==> config.mk <==
export PLATFORM = sky130hd
export DESIGN_NAME = tag_sync_multi_flat
export DESIGN_NICKNAME = d
export VERILOG_FILES = /design/src/rtl/tag_sync_multi_if.sv /design/src/rtl/tag_sync_multi.sv /design/src/flat_wrapper.sv
export SDC_FILE = /design/constraint.sdc
export NUM_CORES = 1
export LEC_CHECK = 0
export ABC_AREA = 1
export CAP_MARGIN = 30
export CELL_PAD_IN_SITES_DETAIL_PLACEMENT = 0
export CELL_PAD_IN_SITES_GLOBAL_PLACEMENT = 2
export CORE_UTILIZATION = 30
export CTS_CLUSTER_DIAMETER = 60
export DETAILED_ROUTE_END_ITERATION = 7
export GPL_TIMING_DRIVEN = 0
export PLACE_DENSITY = 0.83
export SLEW_MARGIN = 40
export SYNTH_ARGS = -nofsm -noshare
export SYNTH_HDL_FRONTEND = slang
export SYNTH_SLANG_ARGS = --single-unit
==> constraint.sdc <==
create_clock -name clk -period 4.3 [get_ports clk]
set_input_delay 0.86 -clock clk [delete_from_list [all_inputs] [get_ports clk]]
set_output_delay 0.86 -clock clk [all_outputs]
set_load 0.05 [all_outputs]
==> src/rtl/tag_sync_multi_if.sv <==
// tag_sync_multi_if: decoder-side request bus plus ldmem/compute/stmem engine handshakes.
interface tag_sync_multi_if #(
  parameter int NUM_TAGS = 4,
  parameter int TAG_W    = $clog2(NUM_TAGS)
);
  logic                  tag_req, tag_reuse, tag_bias_prev_sw, tag_ddr_pe_sw, block_done;
  logic                  tag_ready, tag_done;
  logic [TAG_W-1:0]      tag;
  logic                  ldmem_tag_done, ldmem_tag_ready;
  logic [TAG_W-1:0]      ldmem_tag;
  logic                  compute_tag_done, compute_tag_ready, compute_bias_prev_sw;
  logic [TAG_W-1:0]      compute_tag;
  logic                  stmem_tag_done, stmem_tag_ready, stmem_ddr_pe_sw;
  logic [TAG_W-1:0]      stmem_tag, raw_stmem_tag;
  logic                  raw_stmem_tag_ready;
  logic [2*NUM_TAGS-1:0] tag_state;
  modport master (
    output tag_req, tag_reuse, tag_bias_prev_sw, tag_ddr_pe_sw, block_done,
           ldmem_tag_done, compute_tag_done, stmem_tag_done, raw_stmem_tag,
    input  tag_ready, tag, tag_done, ldmem_tag_ready, ldmem_tag, compute_tag_ready,
           compute_bias_prev_sw, compute_tag, stmem_tag_ready, stmem_ddr_pe_sw, stmem_tag,
           raw_stmem_tag_ready, tag_state
  );
  modport slave (
    input  tag_req, tag_reuse, tag_bias_prev_sw, tag_ddr_pe_sw, block_done,
           ldmem_tag_done, compute_tag_done, stmem_tag_done, raw_stmem_tag,
    output tag_ready, tag, tag_done, ldmem_tag_ready, ldmem_tag, compute_tag_ready,
           compute_bias_prev_sw, compute_tag, stmem_tag_ready, stmem_ddr_pe_sw, stmem_tag,
           raw_stmem_tag_ready, tag_state
  );
endinterface

==> src/rtl/tag_sync_multi.sv <==
// tag_sync_multi: N-way buffer tag sequencer FREE -> LDMEM -> COMPUTE -> (STMEM) -> FREE
// with a per-tag use counter so one load can feed several compute passes.
module tag_sync_multi #(
  parameter int NUM_TAGS      = 4,
  parameter int TAG_W         = $clog2(NUM_TAGS),
  parameter bit STORE_ENABLED = 1,
  parameter int MAX_USES      = 4,
  parameter int USE_W         = $clog2(MAX_USES+1)
) (
  input logic            clk,
  input logic            reset,
  tag_sync_multi_if.slave bus
);
  typedef enum logic [1:0] {FREE = 2'd0, LDMEM = 2'd1, COMPUTE = 2'd2, STMEM = 2'd3} tag_st_e;
  tag_st_e             state_q [NUM_TAGS];
  tag_st_e             state_d [NUM_TAGS];
  logic [USE_W-1:0]    uses_q [NUM_TAGS];
  logic [USE_W-1:0]    uses_d [NUM_TAGS];
  logic [NUM_TAGS-1:0] sealed_q, sealed_d, bias_q, bias_d, ddr_q, ddr_d;
  logic [TAG_W-1:0]    alloc_ptr_q, alloc_ptr_d, prev_tag_q, prev_tag_d;
  logic [TAG_W-1:0]    ld_ptr_q, ld_ptr_d, cmp_ptr_q, cmp_ptr_d, st_ptr_q, st_ptr_d;
  logic                prev_valid_q, prev_valid_d;
  logic                new_ok, reuse_ok, acc_new, acc_reuse, seal_prev;
  logic                ld_ready, cmp_ready, st_ready, ld_fire, cmp_fire, st_fire, cmp_exit;

  function automatic logic [TAG_W-1:0] wrap_inc(input logic [TAG_W-1:0] p);
    return (p == TAG_W'(NUM_TAGS-1)) ? '0 : p + TAG_W'(1);
  endfunction

  always_comb begin
    new_ok    = state_q[alloc_ptr_q] == FREE;
    reuse_ok  = prev_valid_q && !sealed_q[prev_tag_q] && (state_q[prev_tag_q] inside {LDMEM, COMPUTE})
                && uses_q[prev_tag_q] < USE_W'(MAX_USES);
    acc_new   = bus.tag_req && !bus.tag_reuse && new_ok;
    acc_reuse = bus.tag_req && bus.tag_reuse && reuse_ok;
    seal_prev = prev_valid_q && (acc_new || bus.block_done);
    ld_ready  = state_q[ld_ptr_q] == LDMEM;
    cmp_ready = state_q[cmp_ptr_q] == COMPUTE && uses_q[cmp_ptr_q] != '0;
    st_ready  = STORE_ENABLED && state_q[st_ptr_q] == STMEM;
    ld_fire   = bus.ldmem_tag_done && ld_ready;
    cmp_fire  = bus.compute_tag_done && cmp_ready;
    st_fire   = bus.stmem_tag_done && st_ready;
    bus.tag_ready            = bus.tag_reuse ? reuse_ok : new_ok;
    bus.tag                  = bus.tag_reuse ? prev_tag_q : alloc_ptr_q;
    bus.ldmem_tag_ready      = ld_ready;
    bus.ldmem_tag            = ld_ptr_q;
    bus.compute_tag_ready    = cmp_ready;
    bus.compute_bias_prev_sw = bias_q[cmp_ptr_q];
    bus.compute_tag          = cmp_ptr_q;
    bus.stmem_tag_ready      = st_ready;
    bus.stmem_ddr_pe_sw      = STORE_ENABLED && ddr_q[st_ptr_q];
    bus.stmem_tag            = STORE_ENABLED ? st_ptr_q : '0;
    bus.raw_stmem_tag_ready  = STORE_ENABLED && int'(bus.raw_stmem_tag) < NUM_TAGS
                               && state_q[bus.raw_stmem_tag] == STMEM;
    bus.tag_done  = 1'b1;
    bus.tag_state = '0;
    for (int t = 0; t < NUM_TAGS; t++) begin
      bus.tag_done           = bus.tag_done && state_q[t] == FREE;
      bus.tag_state[2*t +: 2] = state_q[t];
      state_d[t]  = state_q[t];
      // a reuse and a finished pass on the same tag cancel out
      uses_d[t]   = uses_q[t] + USE_W'(acc_reuse && prev_tag_q == TAG_W'(t))
                              - USE_W'(cmp_fire && cmp_ptr_q == TAG_W'(t));
      sealed_d[t] = sealed_q[t] || (seal_prev && prev_tag_q == TAG_W'(t));
      bias_d[t]   = bias_q[t];
      ddr_d[t]    = ddr_q[t];
      if (acc_new && alloc_ptr_q == TAG_W'(t)) begin
        state_d[t]  = LDMEM;
        uses_d[t]   = USE_W'(1);
        sealed_d[t] = 1'b0;
        bias_d[t]   = bus.tag_bias_prev_sw;
        ddr_d[t]    = bus.tag_ddr_pe_sw;
      end
      if (ld_fire && ld_ptr_q == TAG_W'(t)) state_d[t] = COMPUTE;
      if (st_fire && st_ptr_q == TAG_W'(t)) state_d[t] = FREE;
    end
    // only the compute-pointer tag can drain its uses, so only it can exit
    cmp_exit = state_q[cmp_ptr_q] == COMPUTE && uses_d[cmp_ptr_q] == '0 && sealed_d[cmp_ptr_q];
    if (cmp_exit) state_d[cmp_ptr_q] = STORE_ENABLED ? STMEM : FREE;
    alloc_ptr_d  = acc_new ? wrap_inc(alloc_ptr_q) : alloc_ptr_q;
    prev_tag_d   = acc_new ? alloc_ptr_q : prev_tag_q;
    prev_valid_d = prev_valid_q || acc_new;
    ld_ptr_d     = ld_fire ? wrap_inc(ld_ptr_q) : ld_ptr_q;
    cmp_ptr_d    = cmp_exit ? wrap_inc(cmp_ptr_q) : cmp_ptr_q;
    st_ptr_d     = st_fire ? wrap_inc(st_ptr_q) : st_ptr_q;
  end

  always_ff @(posedge clk) begin
    if (!reset) begin
      for (int t = 0; t < NUM_TAGS; t++) begin
        state_q[t] <= FREE;
        uses_q[t]  <= '0;
      end
      sealed_q     <= '1;
      bias_q       <= '0;
      ddr_q        <= '0;
      alloc_ptr_q  <= '0;
      prev_tag_q   <= '0;
      prev_valid_q <= 1'b0;
      ld_ptr_q     <= '0;
      cmp_ptr_q    <= '0;
      st_ptr_q     <= '0;
    end else begin
      state_q      <= state_d;
      uses_q       <= uses_d;
      sealed_q     <= sealed_d;
      bias_q       <= bias_d;
      ddr_q        <= ddr_d;
      alloc_ptr_q  <= alloc_ptr_d;
      prev_tag_q   <= prev_tag_d;
      prev_valid_q <= prev_valid_d;
      ld_ptr_q     <= ld_ptr_d;
      cmp_ptr_q    <= cmp_ptr_d;
      st_ptr_q     <= st_ptr_d;
    end
  end
endmodule

==> src/flat_wrapper.sv <==
// flat-port wrapper written by rule: the top's interface ports become plain ports
module tag_sync_multi_flat 
#(
  parameter int NUM_TAGS      = 4,
  parameter int TAG_W         = $clog2(NUM_TAGS),
  parameter bit STORE_ENABLED = 1,
  parameter int MAX_USES      = 4,
  parameter int USE_W         = $clog2(MAX_USES+1)
)
  (clk, reset, bus_tag_req, bus_tag_reuse, bus_tag_bias_prev_sw, bus_tag_ddr_pe_sw, bus_block_done, bus_ldmem_tag_done, bus_compute_tag_done, bus_stmem_tag_done, bus_raw_stmem_tag, bus_tag_ready, bus_tag, bus_tag_done, bus_ldmem_tag_ready, bus_ldmem_tag, bus_compute_tag_ready, bus_compute_bias_prev_sw, bus_compute_tag, bus_stmem_tag_ready, bus_stmem_ddr_pe_sw, bus_stmem_tag, bus_raw_stmem_tag_ready, bus_tag_state);
  tag_sync_multi_if #(.NUM_TAGS(NUM_TAGS), .TAG_W(TAG_W)) bus_i ();
  input logic clk;
  input logic reset;
  input wire logic [$bits(bus_i.tag_req)-1:0] bus_tag_req;
  input wire logic [$bits(bus_i.tag_reuse)-1:0] bus_tag_reuse;
  input wire logic [$bits(bus_i.tag_bias_prev_sw)-1:0] bus_tag_bias_prev_sw;
  input wire logic [$bits(bus_i.tag_ddr_pe_sw)-1:0] bus_tag_ddr_pe_sw;
  input wire logic [$bits(bus_i.block_done)-1:0] bus_block_done;
  input wire logic [$bits(bus_i.ldmem_tag_done)-1:0] bus_ldmem_tag_done;
  input wire logic [$bits(bus_i.compute_tag_done)-1:0] bus_compute_tag_done;
  input wire logic [$bits(bus_i.stmem_tag_done)-1:0] bus_stmem_tag_done;
  input wire logic [$bits(bus_i.raw_stmem_tag)-1:0] bus_raw_stmem_tag;
  output wire logic [$bits(bus_i.tag_ready)-1:0] bus_tag_ready;
  output wire logic [$bits(bus_i.tag)-1:0] bus_tag;
  output wire logic [$bits(bus_i.tag_done)-1:0] bus_tag_done;
  output wire logic [$bits(bus_i.ldmem_tag_ready)-1:0] bus_ldmem_tag_ready;
  output wire logic [$bits(bus_i.ldmem_tag)-1:0] bus_ldmem_tag;
  output wire logic [$bits(bus_i.compute_tag_ready)-1:0] bus_compute_tag_ready;
  output wire logic [$bits(bus_i.compute_bias_prev_sw)-1:0] bus_compute_bias_prev_sw;
  output wire logic [$bits(bus_i.compute_tag)-1:0] bus_compute_tag;
  output wire logic [$bits(bus_i.stmem_tag_ready)-1:0] bus_stmem_tag_ready;
  output wire logic [$bits(bus_i.stmem_ddr_pe_sw)-1:0] bus_stmem_ddr_pe_sw;
  output wire logic [$bits(bus_i.stmem_tag)-1:0] bus_stmem_tag;
  output wire logic [$bits(bus_i.raw_stmem_tag_ready)-1:0] bus_raw_stmem_tag_ready;
  output wire logic [$bits(bus_i.tag_state)-1:0] bus_tag_state;
  assign bus_i.tag_req = bus_tag_req;
  assign bus_i.tag_reuse = bus_tag_reuse;
  assign bus_i.tag_bias_prev_sw = bus_tag_bias_prev_sw;
  assign bus_i.tag_ddr_pe_sw = bus_tag_ddr_pe_sw;
  assign bus_i.block_done = bus_block_done;
  assign bus_i.ldmem_tag_done = bus_ldmem_tag_done;
  assign bus_i.compute_tag_done = bus_compute_tag_done;
  assign bus_i.stmem_tag_done = bus_stmem_tag_done;
  assign bus_i.raw_stmem_tag = bus_raw_stmem_tag;
  assign bus_tag_ready = bus_i.tag_ready;
  assign bus_tag = bus_i.tag;
  assign bus_tag_done = bus_i.tag_done;
  assign bus_ldmem_tag_ready = bus_i.ldmem_tag_ready;
  assign bus_ldmem_tag = bus_i.ldmem_tag;
  assign bus_compute_tag_ready = bus_i.compute_tag_ready;
  assign bus_compute_bias_prev_sw = bus_i.compute_bias_prev_sw;
  assign bus_compute_tag = bus_i.compute_tag;
  assign bus_stmem_tag_ready = bus_i.stmem_tag_ready;
  assign bus_stmem_ddr_pe_sw = bus_i.stmem_ddr_pe_sw;
  assign bus_stmem_tag = bus_i.stmem_tag;
  assign bus_raw_stmem_tag_ready = bus_i.raw_stmem_tag_ready;
  assign bus_tag_state = bus_i.tag_state;
  tag_sync_multi #(.NUM_TAGS(NUM_TAGS), .TAG_W(TAG_W), .STORE_ENABLED(STORE_ENABLED), .MAX_USES(MAX_USES), .USE_W(USE_W)) u_core (.clk(clk), .reset(reset), .bus(bus_i));
endmodule
==> out/summary.txt <==
biggest cell delay along the critical path - 510 ps
RD Place Congestion - 0.8002
total grt overflow - 0
final WL - 7.924 mm
Final Hold Viols - 0
FF-to-FF path depth - 23
Commonest cells post-synth - inv_1 (65), nand2_1 (64), dfxtp_1 (43), nor2_1 (38), a21oi_1 (32)
largest net degree at the start of global routing - 14
post-synthesis async set-or-reset flop share - 0
max-slew violation count - 0
P&R area growth vs syn - 20.87%
Pre-Repair DR Iteration Count - 4
minimum clock period - 3955 ps
setup tns final - 0 ps
worst setup margin - 344.6 ps
clk sinks - 43
Area contributors post-synth - dfxtp_1 (30%), ha_1 (11%), inv_1 (8.6%)
Syn Inst Count - 387
Seq/Total Area, Yosys - 0.3036
worst hold start - u_core.prev_valid_q$_SDFF_PN0_
die height - 99.22 um
fraction of layout cells with a size suffix above 1 - 0.08392
post-route design area - 0.003427 mm2
Peak VDD IR - 446.4 uV
buffer levels on the longest clock path - 2
Antenna Nets Post-Route - 0
CP arrival - 4200 ps
Tot GR Track Use - 0.1732
crit-path max FO - 10
final count of negative-setup-slack endpoints - 0
Post-DP Area - 0.003318 mm2
worst slew pin tran - 585.6 ps
DP Worst Slack - -248.1 ps
synth warn - 0
Site Rows - 35
reg2reg end - u_core.bus.tag_state[6]$_SDFF_PN0_
Synth Register Bits - 43
WL/cell - 14.67 um
r2r setup slk - 340 ps
Synthesized Nets - 427
CTS clock-pin slew for the worst setup and hold paths - 90 ps
via count - 2621
Req. time, crit path - 4540 ps
clock root buffer - clkbuf_8
Worst setup SP type - flip-flop
chip width - 99.22 um
Max Cap Viol - 0
post-synthesis cell type count - 38
vias per cell - 4.854
LEAKAGE - 1.543 nW
Starting Density - 0.3083
Post-CTS Setup Bufs - 0
IO Port Bufs - 34
CP Cell Sequence - clkbuf_4 > nand3_1 > o311ai_1 > nand2_1 > a21oi_2 > nand2_1 > nor2_1 > ha_1 > inv_1 > ha_1 > inv_1 > fa_1 > xor2_1 > nand2_1 > nand2_1 > nor2_1 > nand3_2 > nand3_1 > nand2_2 > nor2_4 > nand3_4 > or2_1 > nand2_1
clk_skew - 9.830 ps
antenna violations before repair - 0
status - completed
clock tree from TritonCTS - done
relative slew slack - 0.6096
Die ar. - 0.009844 mm2
core area - 0.009196 mm2
crit path kind - flip-flop to flip-flop
cts bufs inserted - 5
dpl hpwl - 6.187 mm
Reg-to-Reg Start - u_core.bus.compute_tag[0]$_SDFFE_PN0P_
Remaining DRCs - 0
hold worst-path end - u_core.prev_valid_q$_SDFF_PN0_
CP max stage cell - dfxtp_1
Syn Std Cell Area - 0.002835 mm2
period utilization - 0.9199
CTS HTree Levels - 2
syn_area_per_cell - 7.326 um2
top-count cell post-synth - inv_1
vias in the first global route - 2555
number of synthesized flops with an enable pin - 0
Main synth FF type - dfxtp_1
hold-fix buffers at CTS - 0
leading area contributor after synthesis - dfxtp_1
Post-CTS Resized - 0
Crit. End Element - flip-flop
I/O pin cnt - 36
Final nets - 468
max frequency - 252.8 MHz
Pwr Density - 560.9 mW/mm2
hold depth - 2
Worst Hold Class - flip-flop to flip-flop
RSZ-0062 raised after global routing - no
n_diodes - 0
top cell type's share of synthesized area - 0.3036
first-pass GRT wire length - 13.22 mm
initial drt markers - 95
clk_lat worst skew - 310 ps
cell repeated most along the worst path - nand2_1
## critical path, delay by kind of cell, from the launching register on
kind	cells	cell delay (ps)
AOI/OAI and AO/OA	2	260
xor gates and xnor gates	1	160
adders and majority gates	3	790
buffers and inverters	3	420
DFF	1	510
and+or+nand+nor	14	1770
## per-stage QoR
stage / power [W] / util / instances / hold WS (ps)
after floorplan: 0.001316 / - / 387 / 485.3
after global placement: 0.001631 / 0.3608 / 532 / 517.8
after detailed placement: 0.001632 / 0.3608 / 532 / 521.7
after CTS: 0.001934 / 0.3721 / 540 / 539.8
after global routing: 0.002072 / 0.3727 / 540 / 573.4
final: 0.001922 / 0.3727 / 540 / 541.7
## state kept, by name (all words and copies together), names as in the netlist
name	count
u_core.alloc_ptr_q	2
u_core.prev_tag_q	2
u_core.bus.compute_tag	2
u_core.ddr_q	4
u_core.bias_q	4
u_core.bus.ldmem_tag	2
u_core.bus.stmem_tag	2
u_core.uses_q	12
u_core.bus.tag_state	8
u_core.sealed_q	4
u_core.prev_valid_q	1
## report_power, final
| group | leakage [nW] | total [W] | switching, W | internal [W] |
|---|---|---|---|---|
| logic | 1.14 | 0.00108 | 0.000719 | 0.000358 |
| clock network | 0.0505 | 0.000296 | 0.000150 | 0.000146 |
| registers | 0.349 | 0.000549 | 0.0000932 | 0.000456 |
| total | 1.54 | 0.00192 | 0.000962 | 0.000960 |
## logic make-up (layout without fill, tap and decap cells)
kind of cell             after synthesis  after routing  synth area share
flip-flops                            43             43            0.3036
AO/OA/AOI/OAI                         82             82            0.1633
AND/OR/NAND/NOR                      155            155            0.2833
buffers and inverters                 73            115           0.09708
adder cells (fa/ha/maj)               28             28            0.1342
XOR/XNOR                               6              6           0.01854
## cell usage in the layout, fill, tap and decap left out, drive strengths merged, types with 4 or more instances in the layout
cell type / Yosys / routed
clkbuf: 4 / 12
o311ai: 5 / 5
o22ai: 4 / 4
o21ai: 31 / 31
ha: 24 / 24
nor3: 6 / 6
nor2: 44 / 44
inv: 68 / 68
nand3: 25 / 25
clkdlybuf4s50: 0 / 33
nand2: 68 / 68
nand4: 8 / 8
fa: 4 / 4
dfxtp: 43 / 43
a21oi: 32 / 32
## cell type report
type | count | area [um2]
clock inverters | 1 | 7.507
inverters | 68 | 255.2
flip-flops and latches | 43 | 860.8
repair buffers | 34 | 342.8
multi-input cells | 271 | 1703
fillers | 989 | 5769
clock buffers | 7 | 96.34
plain buffers | 5 | 22.52
well taps | 111 | 138.9
## worst max-delay path by stage
stage / slack (ps) / endpoint / depth (start not counted) / startpoint
floorplan: 170 / u_core.bus.tag_state[6]$_SDFF_PN0_ / 23 / u_core.bus.compute_tag[0]$_SDFFE_PN0P_
global placement: -300 / u_core.bus.tag_state[6]$_SDFF_PN0_ / 20 / bus_tag_reuse
detailed placement: -250 / u_core.bus.tag_state[6]$_SDFF_PN0_ / 20 / bus_tag_reuse
CTS: 40 / u_core.bus.tag_state[6]$_SDFF_PN0_ / 20 / bus_tag_reuse
global route: 30 / u_core.bus.tag_state[7]$_SDFF_PN0_ / 23 / u_core.bus.compute_tag[0]$_SDFFE_PN0P_
finish: 340 / u_core.bus.tag_state[6]$_SDFF_PN0_ / 23 / u_core.bus.compute_tag[0]$_SDFFE_PN0P_
## routing by layer
layer / wire [um] / vias to the layer above / track usage
met5: 0 / - / 0
met4: 78 / 0 / 0.04072
met3: 352 / 7 / 0.02530
met2: 3553 / 48 / 0.2708
met1: 3940 / 1210 / 0.2506
li1: - / 1356 / -
(Power assumes the default switching activity.)
